## src/rtl/input_conditioner_if.sv

```systemverilog
// Bundles the per-channel conditioner signals between the pin side and the
// consumers; master drives the raw inputs, slave is the conditioner itself.
interface input_conditioner_if #(
  parameter int CHANNELS = 8
);
  logic [CHANNELS-1:0] raw_in;
  logic [CHANNELS-1:0] repeat_en;
  logic [CHANNELS-1:0] level;
  logic [CHANNELS-1:0] rise;
  logic [CHANNELS-1:0] fall;
  logic [CHANNELS-1:0] press;
  logic                any_event;

  modport master (output raw_in, repeat_en,
                  input  level, rise, fall, press, any_event);
  modport slave  (input  raw_in, repeat_en,
                  output level, rise, fall, press, any_event);
endinterface

```

## src/rtl/input_conditioner.sv

```systemverilog
// Per-channel synchronize / debounce / edge-detect / auto-repeat conditioner
// for asynchronous buttons and decoded key lines.
module input_conditioner_lane #(
  parameter int   SYNC_STAGES     = 2,
  parameter int   DEBOUNCE_CYCLES = 500000,
  parameter int   REPEAT_DELAY    = 25000000,
  parameter int   REPEAT_RATE     = 5000000,
  parameter logic ACTIVE_LOW      = 1'b0
) (
  input  logic clock,
  input  logic reset,
  input  logic raw_i,
  input  logic rep_en_i,
  output logic level_o,
  output logic rise_o,
  output logic fall_o,
  output logic press_o
);
  localparam int RMAX = (REPEAT_DELAY > REPEAT_RATE) ? REPEAT_DELAY : REPEAT_RATE;
  localparam int DW   = $clog2(DEBOUNCE_CYCLES + 1);
  localparam int RW   = $clog2(RMAX + 1);
  localparam logic [DW-1:0] DEB_LAST  = DW'(DEBOUNCE_CYCLES - 1);
  localparam logic [RW-1:0] DLY_LAST  = RW'(REPEAT_DELAY - 1);
  localparam logic [RW-1:0] RATE_LAST = RW'(REPEAT_RATE - 1);
  localparam logic [1:0] ST_IDLE  = 2'd0;
  localparam logic [1:0] ST_DELAY = 2'd1;
  localparam logic [1:0] ST_RATE  = 2'd2;

  logic [SYNC_STAGES-1:0] sync_q;
  logic [DW-1:0]          dcnt_q, dcnt_d;
  logic [RW-1:0]          rcnt_q, rcnt_d;
  logic [1:0]             st_q, st_d;
  logic level_q, level_d, rise_q, rise_d, fall_q, fall_d, press_q, press_d;
  logic norm, rep_pulse;

  // Polarity is fixed up after the chain so the chain idles at the pin level.
  assign norm = sync_q[SYNC_STAGES-1] ^ ACTIVE_LOW;

  always_comb begin
    level_d = level_q;
    dcnt_d  = '0;
    if (norm != level_q) begin
      if (dcnt_q == DEB_LAST) level_d = norm;
      else                    dcnt_d  = dcnt_q + DW'(1);
    end
  end

  assign rise_d = level_d & ~level_q;
  assign fall_d = ~level_d & level_q;

  always_comb begin
    st_d      = st_q;
    rcnt_d    = rcnt_q;
    rep_pulse = 1'b0;
    if (!level_d || !rep_en_i) begin
      st_d   = ST_IDLE;
      rcnt_d = '0;
    end else begin
      case (st_q)
        ST_IDLE: if (rise_d) begin
          st_d   = ST_DELAY;
          rcnt_d = '0;
        end
        ST_DELAY: if (rcnt_q == DLY_LAST) begin
          rep_pulse = 1'b1;
          st_d      = ST_RATE;
          rcnt_d    = '0;
        end else rcnt_d = rcnt_q + RW'(1);
        ST_RATE: if (rcnt_q == RATE_LAST) begin
          rep_pulse = 1'b1;
          rcnt_d    = '0;
        end else rcnt_d = rcnt_q + RW'(1);
        default: begin
          st_d   = ST_IDLE;
          rcnt_d = '0;
        end
      endcase
    end
  end

  assign press_d = rise_d | rep_pulse;

  always_ff @(posedge clock or posedge reset) begin
    if (reset) begin
      sync_q  <= {SYNC_STAGES{ACTIVE_LOW}};
      dcnt_q  <= '0;
      rcnt_q  <= '0;
      st_q    <= ST_IDLE;
      level_q <= 1'b0;
      rise_q  <= 1'b0;
      fall_q  <= 1'b0;
      press_q <= 1'b0;
    end else begin
      sync_q  <= {sync_q[SYNC_STAGES-2:0], raw_i};
      dcnt_q  <= dcnt_d;
      rcnt_q  <= rcnt_d;
      st_q    <= st_d;
      level_q <= level_d;
      rise_q  <= rise_d;
      fall_q  <= fall_d;
      press_q <= press_d;
    end
  end

  assign level_o = level_q;
  assign rise_o  = rise_q;
  assign fall_o  = fall_q;
  assign press_o = press_q;
endmodule

module input_conditioner #(
  parameter int                 CHANNELS        = 8,
  parameter int                 SYNC_STAGES     = 2,
  parameter int                 DEBOUNCE_CYCLES = 500000,
  parameter int                 REPEAT_DELAY    = 25000000,
  parameter int                 REPEAT_RATE     = 5000000,
  parameter logic [CHANNELS-1:0] ACTIVE_LOW_MASK = '0
) (
  input  logic                 clock,
  input  logic                 reset,
  input_conditioner_if.slave   io
);
  logic [CHANNELS-1:0] level, rise, fall, press;

  for (genvar g = 0; g < CHANNELS; g++) begin : g_lane
    input_conditioner_lane #(
      .SYNC_STAGES    (SYNC_STAGES),
      .DEBOUNCE_CYCLES(DEBOUNCE_CYCLES),
      .REPEAT_DELAY   (REPEAT_DELAY),
      .REPEAT_RATE    (REPEAT_RATE),
      .ACTIVE_LOW     (ACTIVE_LOW_MASK[g])
    ) u_lane (
      .clock   (clock),
      .reset   (reset),
      .raw_i   (io.raw_in[g]),
      .rep_en_i(io.repeat_en[g]),
      .level_o (level[g]),
      .rise_o  (rise[g]),
      .fall_o  (fall[g]),
      .press_o (press[g])
    );
  end

  assign io.level     = level;
  assign io.rise      = rise;
  assign io.fall      = fall;
  assign io.press     = press;
  // Built from registered pulses, so it is a clean single-cycle strobe.
  assign io.any_event = |(press | fall);
endmodule

```

## src/flat_wrapper.sv

```systemverilog
// flat-port wrapper written by rule: the top's interface ports become plain ports
module input_conditioner_flat 
#(
  parameter int                 CHANNELS        = 8,
  parameter int                 SYNC_STAGES     = 2,
  parameter int                 DEBOUNCE_CYCLES = 500000,
  parameter int                 REPEAT_DELAY    = 25000000,
  parameter int                 REPEAT_RATE     = 5000000,
  parameter logic [CHANNELS-1:0] ACTIVE_LOW_MASK = '0
)
  (clock, reset, io_raw_in, io_repeat_en, io_level, io_rise, io_fall, io_press, io_any_event);
  input_conditioner_if #(.CHANNELS(CHANNELS)) io_i ();
  input  logic clock;
  input  logic reset;
  input wire logic [$bits(io_i.raw_in)-1:0] io_raw_in;
  input wire logic [$bits(io_i.repeat_en)-1:0] io_repeat_en;
  output wire logic [$bits(io_i.level)-1:0] io_level;
  output wire logic [$bits(io_i.rise)-1:0] io_rise;
  output wire logic [$bits(io_i.fall)-1:0] io_fall;
  output wire logic [$bits(io_i.press)-1:0] io_press;
  output wire logic [$bits(io_i.any_event)-1:0] io_any_event;
  assign io_i.raw_in = io_raw_in;
  assign io_i.repeat_en = io_repeat_en;
  assign io_level = io_i.level;
  assign io_rise = io_i.rise;
  assign io_fall = io_i.fall;
  assign io_press = io_i.press;
  assign io_any_event = io_i.any_event;
  input_conditioner #(.CHANNELS(CHANNELS), .SYNC_STAGES(SYNC_STAGES), .DEBOUNCE_CYCLES(DEBOUNCE_CYCLES), .REPEAT_DELAY(REPEAT_DELAY), .REPEAT_RATE(REPEAT_RATE), .ACTIVE_LOW_MASK(ACTIVE_LOW_MASK)) u_core (.clock(clock), .reset(reset), .io(io_i));
endmodule
```

## config.mk

```make
export PLATFORM = sky130hd
export DESIGN_NAME = input_conditioner_flat
export DESIGN_NICKNAME = d
export VERILOG_FILES = /design/src/rtl/input_conditioner_if.sv /design/src/rtl/input_conditioner.sv /design/src/flat_wrapper.sv
export SDC_FILE = /design/constraint.sdc
export NUM_CORES = 1
export LEC_CHECK = 0
export BUFFER_PORTS_ARGS = -buffer_cell sky130_fd_sc_hd__clkbuf_2
export CAP_MARGIN = 15
export CELL_PAD_IN_SITES_DETAIL_PLACEMENT = 1
export CELL_PAD_IN_SITES_GLOBAL_PLACEMENT = 1
export CORE_MARGIN = 5
export CORE_UTILIZATION = 50
export CTS_CLUSTER_SIZE = 40
export DETAILED_ROUTE_END_ITERATION = 8
export PLACE_DENSITY_LB_ADDON = 0.1
export SETUP_SLACK_MARGIN = 0.02
export SYNTH_ARGS = -nofsm -noshare
export SYNTH_HDL_FRONTEND = slang
export SYNTH_SLANG_ARGS = --single-unit
```

## constraint.sdc

```tcl
create_clock -name clock -period 16.7 [get_ports clock]
set_input_delay 3.34 -clock clock [delete_from_list [all_inputs] [get_ports clock]]
set_output_delay 3.34 -clock clock [all_outputs]
set_load 0.01 [all_outputs]
```

; Word level (Yosys, flattened, before mapping)
; Index checks and enable logic that the tools add are counted.
[word_totals]
wordCells = 370
regBits = 416
output_inout_bits = 33
in_bits = 18
[classes]
n_addsub = 16
eq_ne = 72
n_mux = 136
n_bitwise = 41
n_reduce_logical = 41
[ops]
columns = op, count
row1 = 25-bit two-way mux, 32
row2 = 25-bit one-hot mux with 3 select lines, 8
row3 = 19-bit two-way mux, 16
row4 = "25-bit by 1-bit adder with 25-bit output, second input constant", 8
row5 = "25-bit by 23-bit equality test with 1-bit output, second input constant", 8
row6 = "25-bit equality test, second input constant", 8
row7 = "19-bit by 1-bit adder with 19-bit output, second input constant", 8
row8 = "19-bit equality test, second input constant", 8
row9 = 2-bit two-way mux, 24
row10 = "3-bit != test, second input constant", 16
row11 = 2-bit one-hot mux with 3 select lines, 8
row12 = 1-bit two-way mux, 40
row13 = 3-bit AND reduction, 8
row14 = 1-bit bitwise AND, 16
row15 = "2-bit by 1-bit equality test with 1-bit output, second input constant", 8
row16 = "2-bit equality test, second input constant", 8
row17 = 1-bit zero test, 16
row18 = 2-bit zero test, 8
row19 = "2-bit != test, second input constant", 8
row20 = 1-bit inverter, 16
row21 = 1-bit one-hot mux with 2 select lines, 8
row22 = 1-bit logical OR, 8
row23 = 1-bit != test, 8
row24 = 1-bit bitwise OR, 8
row25 = other kinds (2), 2

; Logic depth before layout (Yosys ltp)
; Gate-level depths: netlist of the first run.
[depth]
word_depth = 7
depth_mapped = 10
mapped_depth_nobuf = 8

; Hierarchy
; Synthesis of the first run repeated with hierarchy kept, for this count alone.
[hier_totals]
cells_unflattened = 2374
hier_area_um2 = 22871.9
[by_module_without_submodules]
columns = module, area_each_um2, instances, cells_per_inst
row1 = input_conditioner_lane (u_core.g_lane[0].u_lane ...), 2864.0, 6, 295
row2 = input_conditioner_lane (u_core.g_lane[2].u_lane), 2831.5, 1, 300
row3 = input_conditioner_lane (u_core.g_lane[7].u_lane), 2825.2, 1, 299
row4 = input_conditioner, 31.3, 1, 5

; Worst setup path after synthesis of the first run
; No wires, ideal clock.
[synth_path]
path_type = input to register
from = in io_repeat_en[3]
to = reg u_core.g_lane[3].u_lane.rcnt_q[2]
cell_stages = 6
slack_ps = 11951
setup_ps = 79
arrival_time_ps = 4670
cell_sequence = and3_1 nand3_1 a221oi_1 clkbuf_1 nand2_1 mux2i_1
[synth_between]
elab_chain_len = 3
[synth_rtl]
columns = element, line_no
row1 = start: declaration, flat_wrapper.sv:16  ; input wire logic [$bits(io_i.repeat_en)-1:0] io_repeat_en;
row2 = 1-bit zero test *, input_conditioner.sv:55  ; if (!level_d || !rep_en_i) begin
row3 = 1-bit logical OR *, input_conditioner.sv:55
row4 = 3-bit != test (no line) or 25-bit two-way mux (tied branches), --
row5 = end signal: assignment, input_conditioner.sv:96  ; rcnt_q <= rcnt_d;
row6 = end: declaration, input_conditioner.sv:31  ; logic [RW-1:0] rcnt_q, rcnt_d;
; Mark *: on every way between the ends. The rest lies on a longest branch, timed or not.
; A chain may end at the register's enable or synchronous reset.

; Worst setup path in the final report of the first run
[layout_path]
from = reg u_core.g_lane[4].u_lane.fall_q
to = out io_any_event
[layout_between]
elab_chain_len = 2
[layout_rtl]
columns = element, line_no
row1 = start: declaration, input_conditioner.sv:33  ; logic level_q, level_d, rise_q, rise_d, fall_q, fall_d, press_q, press_d;
row2 = start signal: assignment, input_conditioner.sv:100  ; fall_q <= fall_d;
row3 = 8-bit bitwise OR, input_conditioner.sv:149  ; assign io.any_event = |(press | fall);
row4 = 8-bit OR reduction, input_conditioner.sv:149
row5 = end: declaration, flat_wrapper.sv:21  ; output wire logic [$bits(io_i.any_event)-1:0] io_any_event;
; No other way between the ends.

==> results of run 1 <==
==> sequential cells by signal, summed over array words and instances (netlist names) <==
name and count:
u_core.g_lane.u_lane.sync_q 16, u_core.g_lane.u_lane.fall_o 8, u_core.g_lane.u_lane.level_o 8, u_core.g_lane.u_lane.st_q 16, u_core.g_lane.u_lane.press_o 8, u_core.g_lane.u_lane.rcnt_q 200, u_core.g_lane.u_lane.rise_o 8, u_core.g_lane.u_lane.dcnt_q 152
==> worst register-to-register path: cells and delay by family (launching register included) <==
kind	cells	cell delay, ns
compound gates	1	0.29
flops	1	0.42
simple gates	5	2.73
==> area by class of cell <==
type,count,share of cell area [%]
clock buffer,76,5.96
clock inverter,11,0.521
inverter,106,1.62
multi-input combinational,1846,45.6
sequential,416,41.7
tap,600,3.01
timing repair buffer,68,1.59
==> path summary, 6_finish.rpt <==
| path | start | to | slack, ns | depth (start not counted) |
|---|---|---|---|---|
| worst max-delay path | u_core.g_lane[4].u_lane.fall_o | io_any_event | 11.05 | 3 |
| worst min-delay path | u_core.g_lane[6].u_lane.sync_q[0] | u_core.g_lane[6].u_lane.sync_q[1] | 0.35 | 0 |
| worst max register to register | u_core.g_lane[0].u_lane.dcnt_q[5] | u_core.g_lane[0].u_lane.rcnt_q[17] | 13.19 | 6 |
| worst min register to register | u_core.g_lane[6].u_lane.sync_q[0] | u_core.g_lane[6].u_lane.sync_q[1] | 0.35 | 0 |
| max in group asynchronous | reset | u_core.g_lane[5].u_lane.rcnt_q[17] | 11.65 | 4 |
| min in group asynchronous | reset | u_core.g_lane[2].u_lane.rcnt_q[19] | 2.85 | 2 |
==> power by group through the flow <==
| stage | sequential [mW] | clock [mW] | combinational (mW) |
|---|---|---|---|
| finish | 1.02 | 1.08 | 0.0391 |
| global route | 1.02 | 1.15 | 0.0464 |
| CTS | 1.02 | 1.11 | 0.0415 |
| detailed placement | 1.04 | 0 | 0.0410 |
| global placement | 1.04 | 0 | 0.0397 |
| floorplan | 1.04 | 0 | 0.0268 |
==> cells by family (layout without fill, tap and decap cells) <==
| group | count (synthesis) | count (layout) | share of synthesized area (%) |
|---|---|---|---|
| compound gates | 436 | 436 | 13.5 |
| xor+xnor | 141 | 141 | 5.45 |
| fa+ha+maj | 48 | 48 | 2.65 |
| buf+inv | 204 | 261 | 3.98 |
| flops | 416 | 416 | 45.9 |
| mux | 29 | 29 | 1.32 |
| simple gates | 1192 | 1192 | 27.1 |
==> layout by cell type, fill, tap and decap left out, types with 11 or more instances in the layout <==
| master | n |
|---|---|
| a21o_1 | 18 |
| a21oi_1 | 47 |
| a22o_1 | 95 |
| a31oi_1 | 13 |
| and2_1 | 26 |
| and3_1 | 79 |
| and4_1 | 23 |
| buf_4 | 17 |
| clkbuf_1 | 11 |
| clkbuf_16 | 49 |
| clkbuf_2 | 50 |
| clkbuf_8 | 16 |
| dfrtp_1 | 416 |
| ha_1 | 48 |
| inv_1 | 105 |
| mux2i_1 | 21 |
| nand2_1 | 207 |
| nand2b_1 | 12 |
| nand3_1 | 168 |
| nand4_1 | 74 |
| nor2_1 | 308 |
| nor2b_1 | 25 |
| nor3_1 | 79 |
| nor3b_1 | 11 |
| nor4_1 | 51 |
| nor4b_1 | 11 |
| o21a_1 | 11 |
| o21ai_0 | 124 |
| o22ai_1 | 13 |
| o2bb2ai_1 | 15 |
| o31ai_1 | 16 |
| or2_2 | 12 |
| or3_1 | 29 |
| or4_1 | 27 |
| xnor2_1 | 66 |
| xor2_1 | 75 |
==> layer usage <==
layer	routed length, um	vias to the layer above	track usage, %
li1	-	8935	-
met1	26400	9593	30.8
met2	29400	231	40.5
met3	1930	64	3.37
met4	1140	2	6.01
met5	15	-	0
==> per-stage QoR <==
step / worst slack, ns / cell area, sq um
finish: 11.05 / 25000
global route: 11.01 / 25000
CTS: 11.06 / 25000
detailed placement: 10.83 / 23300
global placement: 10.86 / 23300
floorplan: 1.78 / 22700
==> flow_metrics.env, run 1 <==
export IMPL_outcome="finished, final reports clean"
export IMPL_synthTopCellsByArea="dfrtp_1 46%, nor2_1 5.1%, nand3_1 3.7%, a22o_1 3.7%, nand2_1 3.4%"
export IMPL_crit_chain="nor4_1 > nand4_1 > clkbuf_2"
export IMPL_ir_worst_vdd_uv=65.5
export IMPL_drv_slew=0
export IMPL_maxCapViolCount=0
export IMPL_antenna_found_initial=1
export IMPL_vias=18800
export IMPL_ctsHtreeMaxLevel=2
export IMPL_cp_data_required_time_ns=13.36
export IMPL_ys_flop_type="dfrtp_1"
export IMPL_critical_path_top_delay_family="simple AND/OR/NAND/NOR gates"
export IMPL_ctsRootBufferMaster="clkbuf_16"
export IMPL_die_height_um=223
export IMPL_drive_above_1_share_pct=7.41
export IMPL_worstSkewPairLatency_ns=0.58
export IMPL_yosysWarningCount=0
export IMPL_final_fill_count=5173
export IMPL_p_sw_mw=0.463
export IMPL_wl_per_cell_um=18.9
export IMPL_swShare_pct=21.6
export IMPL_criticalPathCategory="flop to primary output"
export IMPL_worstSetupStartpointType="flop"
export IMPL_ff_latch_area_sq_um=10400
export IMPL_area_growth_pct=10.1
export IMPL_stdcell_count=3123
export IMPL_start_util_pct=50.3
export IMPL_finalSetupViolCount=0
export IMPL_grt_max_degree=174
export IMPL_multiInputGateArea_sq_um=11400
export IMPL_ant_nets=0
export IMPL_ys_async_sr_fraction_pct=100
export IMPL_drtIter0Drc=882
export IMPL_p_total_mw=2.14
export IMPL_coreArea_sq_um=45100
export IMPL_gp_congestion=0.802
export IMPL_final_util_pct=55.4
export IMPL_worst_slew_pin_slew_ns=1.11
export IMPL_cts_setup_buffers=0
export IMPL_fin_tns_setup_ns=0
export IMPL_cts_buffers=49
export IMPL_hold_ws_ns=0.347
export IMPL_dp_hpwl_um=40100
export IMPL_syn_area_per_cell_sq_um=9.19
export IMPL_ys_seq_area_share_pct=45.9
export IMPL_syn_nets=2532
export IMPL_power_density_nw_per_um2=85.7
export IMPL_cts_tree="yes"
export IMPL_max_stage_delay_ns=0.72
export IMPL_antenna_cells=0
export IMPL_path_buf_inv=1
export IMPL_power_internal_mw=1.68
export IMPL_via_per_inst=6.03
export IMPL_postCtsResizedCells=0
export IMPL_clk_pin_slew_ns=0.06
export IMPL_skew_ns=0.0154
export IMPL_final_net_count=2553
export IMPL_syn_inst=2466
export IMPL_rsz0062_at_grt="false"
export IMPL_crit_fanout=2
export IMPL_dp_cells=3036
export IMPL_dieArea_sq_um=49700
export IMPL_cpMaxStageDelayCell="nor4_1"
export IMPL_grt_usage_pct=23.3
export IMPL_hold_class="flop to flop"
export IMPL_die_w_um=223
export IMPL_ys_types=81
export IMPL_grt_pass1_wl_um=99500
export IMPL_worst_setup_path_end_kind="primary output"
export IMPL_drc=0
export IMPL_postCtsHoldBufs=0
export IMPL_synth_edf_count=0
export IMPL_pwr_share_comb_pct=1.8
export IMPL_seqPwrFrac_pct=47.7
export IMPL_drt_pass1_iter_count=5
export IMPL_synth_top_area_cell="dfrtp_1"
export IMPL_wl_um=58900
export IMPL_crit_arrival_ns=2.31
export IMPL_fmax_ghz=0.177
export IMPL_io_buffers=50
export IMPL_synth_top_area_share_pct=45.9
export IMPL_synth_most_common_cell="dfrtp_1"
export IMPL_ys_top_cells_by_count="416 x dfrtp_1, 308 x nor2_1, 207 x nand2_1"
export IMPL_hold_viol_final=0
export IMPL_syn_cell_area_sq_um=22700
export IMPL_period_share_pct=33.8
export IMPL_clockBufferDepth=3
export IMPL_fin_crit_ns=5.65
export IMPL_grt_overflow_total=0
export IMPL_p_leak_nw=10.7
export IMPL_grt_pass1_vias=19900
export IMPL_io_pins=51
export IMPL_slew_headroom_pct=25.5
export IMPL_clock_sinks=416
export IMPL_core_rowCount=78
export IMPL_clkPwrFrac_pct=50.4
export IMPL_ys_seq_elements=416
Note: power is estimated with default switching activity, not from simulation.
==> run 2, diff against run 1 <==
--- a/config.mk
+++ b/config.mk
@@ -5,12 +5,13 @@
 export SDC_FILE = /design/constraint.sdc
 export NUM_CORES = 1
 export LEC_CHECK = 0
+export ABC_AREA = 1
 export BUFFER_PORTS_ARGS = -buffer_cell sky130_fd_sc_hd__clkbuf_2
 export CAP_MARGIN = 15
 export CELL_PAD_IN_SITES_DETAIL_PLACEMENT = 1
 export CELL_PAD_IN_SITES_GLOBAL_PLACEMENT = 1
 export CORE_MARGIN = 5
-export CORE_UTILIZATION = 50
+export CORE_UTILIZATION = 47
 export CTS_CLUSTER_SIZE = 40
 export DETAILED_ROUTE_END_ITERATION = 8
 export PLACE_DENSITY_LB_ADDON = 0.1
==> constraint.sdc (replaced) <==
create_clock -name clock -period 5.53 [get_ports clock]
set_input_delay 1.106 -clock clock [delete_from_list [all_inputs] [get_ports clock]]
set_output_delay 1.106 -clock clock [all_outputs]
set_load 0.01 [all_outputs]
==> run 2 against run 1 <==
Utilization fell by 4.0 points. Cell count rose by 69%. Wire length rose by 53%. Worst hold slack improved by 0.00090 ns. First-iteration DRC count rose by 110%. Design area rose by 27%. Die area rose by 36%. Power rose to 3.3 times the previous value. Sequential power rose to 3.0 times the previous value. Via count rose by 55%. Largest power group unchanged. Highest routed layer is now met4.
==> flow_metrics.env, run 2 <==
export IMPL_outcome="finished, final reports clean"
export IMPL_ys_seq_elements=416
export IMPL_seqPwrFrac_pct=44.3
export IMPL_area_growth_pct=8.12
export IMPL_worstSkewPairLatency_ns=0.62
export IMPL_slew_headroom_pct=34.7
export IMPL_layout_commonest_cell="nand2_1"
export IMPL_maxCapViolCount=0
export IMPL_p_leak_nw=14.2
export IMPL_ys_seq_area_share_pct=35.4
export IMPL_synthTopCellsByArea="dfrtp_1 35%, nand2_1 16%, nor2_1 8.5%, nand3_1 8.2%, inv_1 5.9%"
export IMPL_ys_async_sr_fraction_pct=100
export IMPL_postCtsHoldBufs=0
export IMPL_wl_um=90400
export IMPL_drive_above_1_share_pct=5.57
export IMPL_period_share_pct=58.0
export IMPL_ys_types=50
export IMPL_postCtsResizedCells=0
export IMPL_grt_overflow_total=0
export IMPL_largest_register_ffs=200
export IMPL_fmax_ghz=0.312
export IMPL_largest_register="u_core.g_lane.u_lane.rcnt_q"
export IMPL_rr_worst_depth=9
export IMPL_hold_viol_final=0
export IMPL_synth_top_area_share_pct=35.4
export IMPL_holdPathStages=0
export IMPL_ant_nets=0
export IMPL_cts_tree="yes"
export IMPL_cts_setup_buffers=0
export IMPL_criticalPathCategory="flop to primary output"
export IMPL_antenna_found_initial=0
export IMPL_cpMaxStageDelayCell="nor4_1"
export IMPL_final_cell_mix="1289 x nand2_1, 665 x nor2_1, 481 x nand3_1"
export IMPL_cts_buffers=52
export IMPL_die_w_um=260
export IMPL_crit_arrival_ns=2.10
export IMPL_skew_ns=0.0276
export IMPL_synth_most_common_cell="nand2_1"
export IMPL_dp_hpwl_um=63200
export IMPL_worst_slew_pin_slew_ns=0.979
export IMPL_drt_pass1_iter_count=5
export IMPL_drtIter0Drc=1817
export IMPL_drv_slew=0
export IMPL_grt_max_degree=104
export IMPL_cp_data_required_time_ns=4.42
export IMPL_power_density_nw_per_um2=219
export IMPL_ys_flop_type="dfrtp_1"
export IMPL_synth_top_area_cell="dfrtp_1"
export IMPL_dieArea_sq_um=67600
export IMPL_vias=29100
export IMPL_reg_top3="u_core.g_lane.u_lane.rcnt_q x200, u_core.g_lane.u_lane.dcnt_q x152"
export IMPL_start_util_pct=47.5
export IMPL_rsz0062_at_grt="false"
export IMPL_grt_usage_pct=26.8
export IMPL_finalSetupViolCount=0
export IMPL_die_height_um=260
export IMPL_grt_pass1_wl_um=154000
export IMPL_power_internal_mw=5.39
export IMPL_wl_per_cell_um=17.1
export IMPL_worst_setup_path_end_kind="primary output"
export IMPL_worstSetupStartpointType="flop"
export IMPL_ir_worst_vdd_uv=273
export IMPL_clock_sinks=416
export IMPL_path_buf_inv=1
export IMPL_max_stage_delay_ns=0.73
export IMPL_clockBufferDepth=3
export IMPL_rrSetupSlack_ns=2.86
export IMPL_rr_startpoint="u_core.g_lane[1].u_lane.dcnt_q[0]"
export IMPL_io_buffers=50
export IMPL_hp_start="u_core.g_lane[7].u_lane.sync_q[0]"
export IMPL_min_to="u_core.g_lane[7].u_lane.sync_q[1]"
export IMPL_syn_inst=4450
export IMPL_syn_area_per_cell_sq_um=6.60
export IMPL_ys_top_cells_by_count="1289 x nand2_1, 665 x nor2_1, 481 x nand3_1"
export IMPL_yosysWarningCount=0
export IMPL_drc=0
export IMPL_gp_congestion=0.905
export IMPL_ctsRootBufferMaster="clkbuf_16"
export IMPL_synth_edf_count=0
export IMPL_crit_chain="nor4_1 > nand4_1 > clkbuf_2"
export IMPL_antenna_cells=0
export IMPL_swShare_pct=22.5
export IMPL_grt_pass1_vias=30400
export IMPL_setup_ws_ns=2.32
export IMPL_final_net_count=4473
export IMPL_hold_class="flop to flop"
export IMPL_clk_pin_slew_ns=0.06
export IMPL_critical_path_top_delay_family="simple AND/OR/NAND/NOR gates"
export IMPL_coreArea_sq_um=61800
export IMPL_crit_fanout=2
export IMPL_pwr_share_comb_pct=2.0
export IMPL_via_per_inst=5.51
export IMPL_timing_rr_end="u_core.g_lane[1].u_lane.rcnt_q[7]"
export IMPL_clkPwrFrac_pct=53.7
export IMPL_ctsHtreeMaxLevel=2
export IMPL_syn_nets=4516
export IMPL_p_sw_mw=1.56
export IMPL_core_rowCount=91
export IMPL_fin_tns_setup_ns=0
export IMPL_final_fill_count=8351
export IMPL_syn_cell_area_sq_um=29400
export IMPL_io_pins=51
export IMPL_place_ws_ns=2.34
export IMPL_fin_crit_ns=3.21
==> run 2: changes by cell type after synthesis, sizes merged, moves of 31 or more <==
cell,before,now
nand2,207,1301
a22o,95,0
and3,79,7
inv,106,482
nor4,53,22
xor2,75,120
buf,45,118
nand4,74,268
nor2,310,694
nand3,168,495
xnor2,66,23
a21oi,47,148
==> run 2: worst max-delay path by stage <==
stage	endpoint	startpoint	depth (start not counted)	slack (ns)
floorplan	u_core.g_lane[0].u_lane.dcnt_q[0]	reset	1	-1.19
global route	io_any_event	u_core.g_lane[6].u_lane.fall_o	3	2.24
global placement	u_core.g_lane[0].u_lane.rcnt_q[19]	u_core.g_lane[0].u_lane.dcnt_q[0]	9	2.46
finish	io_any_event	u_core.g_lane[6].u_lane.fall_o	3	2.32
detailed placement	u_core.g_lane[0].u_lane.rcnt_q[9]	u_core.g_lane[0].u_lane.dcnt_q[0]	9	2.34
CTS	io_any_event	u_core.g_lane[6].u_lane.fall_o	3	2.26
==> run 2: logic make-up after synthesis <==
kind of cell	synth area share (%)
buffers and inverters	9.58
XOR/XNOR	4.26
adder cells (fa/ha/maj)	2.04
AO/OA/AOI/OAI	5.71
AND/OR/NAND/NOR	43.0
flip-flops	35.4
==> run 2: per-layer routing <==
layer	share of wire (%)	global-route usage [%]	vias up
met5	0	0	-
li1	-	-	14300
met3	3.3	2.93	108
met2	47	45.7	382
met1	47	36.7	14300
met4	2.1	6.77	0
==> run 2: per-stage QoR <==
step | instance area (sq um) | hold WS (ns) | total power, mW | utilization, % | instances
floorplan | 29400 | 0.331 | 3.23 | - | 4450
global placement | 29800 | 0.332 | 3.28 | 48.3 | 5188
detailed placement | 29800 | 0.337 | 3.28 | 48.3 | 5188
CTS | 31700 | 0.350 | 7.05 | 51.3 | 5286
global route | 31800 | 0.357 | 7.21 | 51.4 | 5288
finish | 31800 | 0.348 | 6.96 | 51.4 | 5288
==> run 2: area by class of cell <==
cell class	instances	area [sq um]	area share, %
Sequential cell	416	10400	32.8
Inverter	496	1870	5.89
Clock inverter	28	389	1.23
Clock buffer	70	1480	4.66
Tap cell	837	1050	3.30
Multi-Input combinational cell	3380	16200	50.9
Timing Repair Buffer	61	407	1.28
==> run 2: power by group through the flow <==
stage                     Sequential, mW  Clock (mW)  Combinational [mW]
after detailed placement            3.14           0               0.148
after global placement              3.13           0               0.143
after global routing                3.08        3.96               0.167
final                               3.08        3.73               0.141
after floorplan                     3.13           0              0.0924
after CTS                           3.08        3.83               0.149
==> run 2: worst reg2reg max path, cell delays in order, from the launching register on <==
cell and delay [ns]:
dfrtp_1 0.39, ha_1 0.24, nand3_2 0.15, inv_1 0.07
nand3_1 0.10, nor2_1 0.08, a21oi_1 0.16, nand3_2 0.39
inv_1 0.73, o21ai_0 0.20
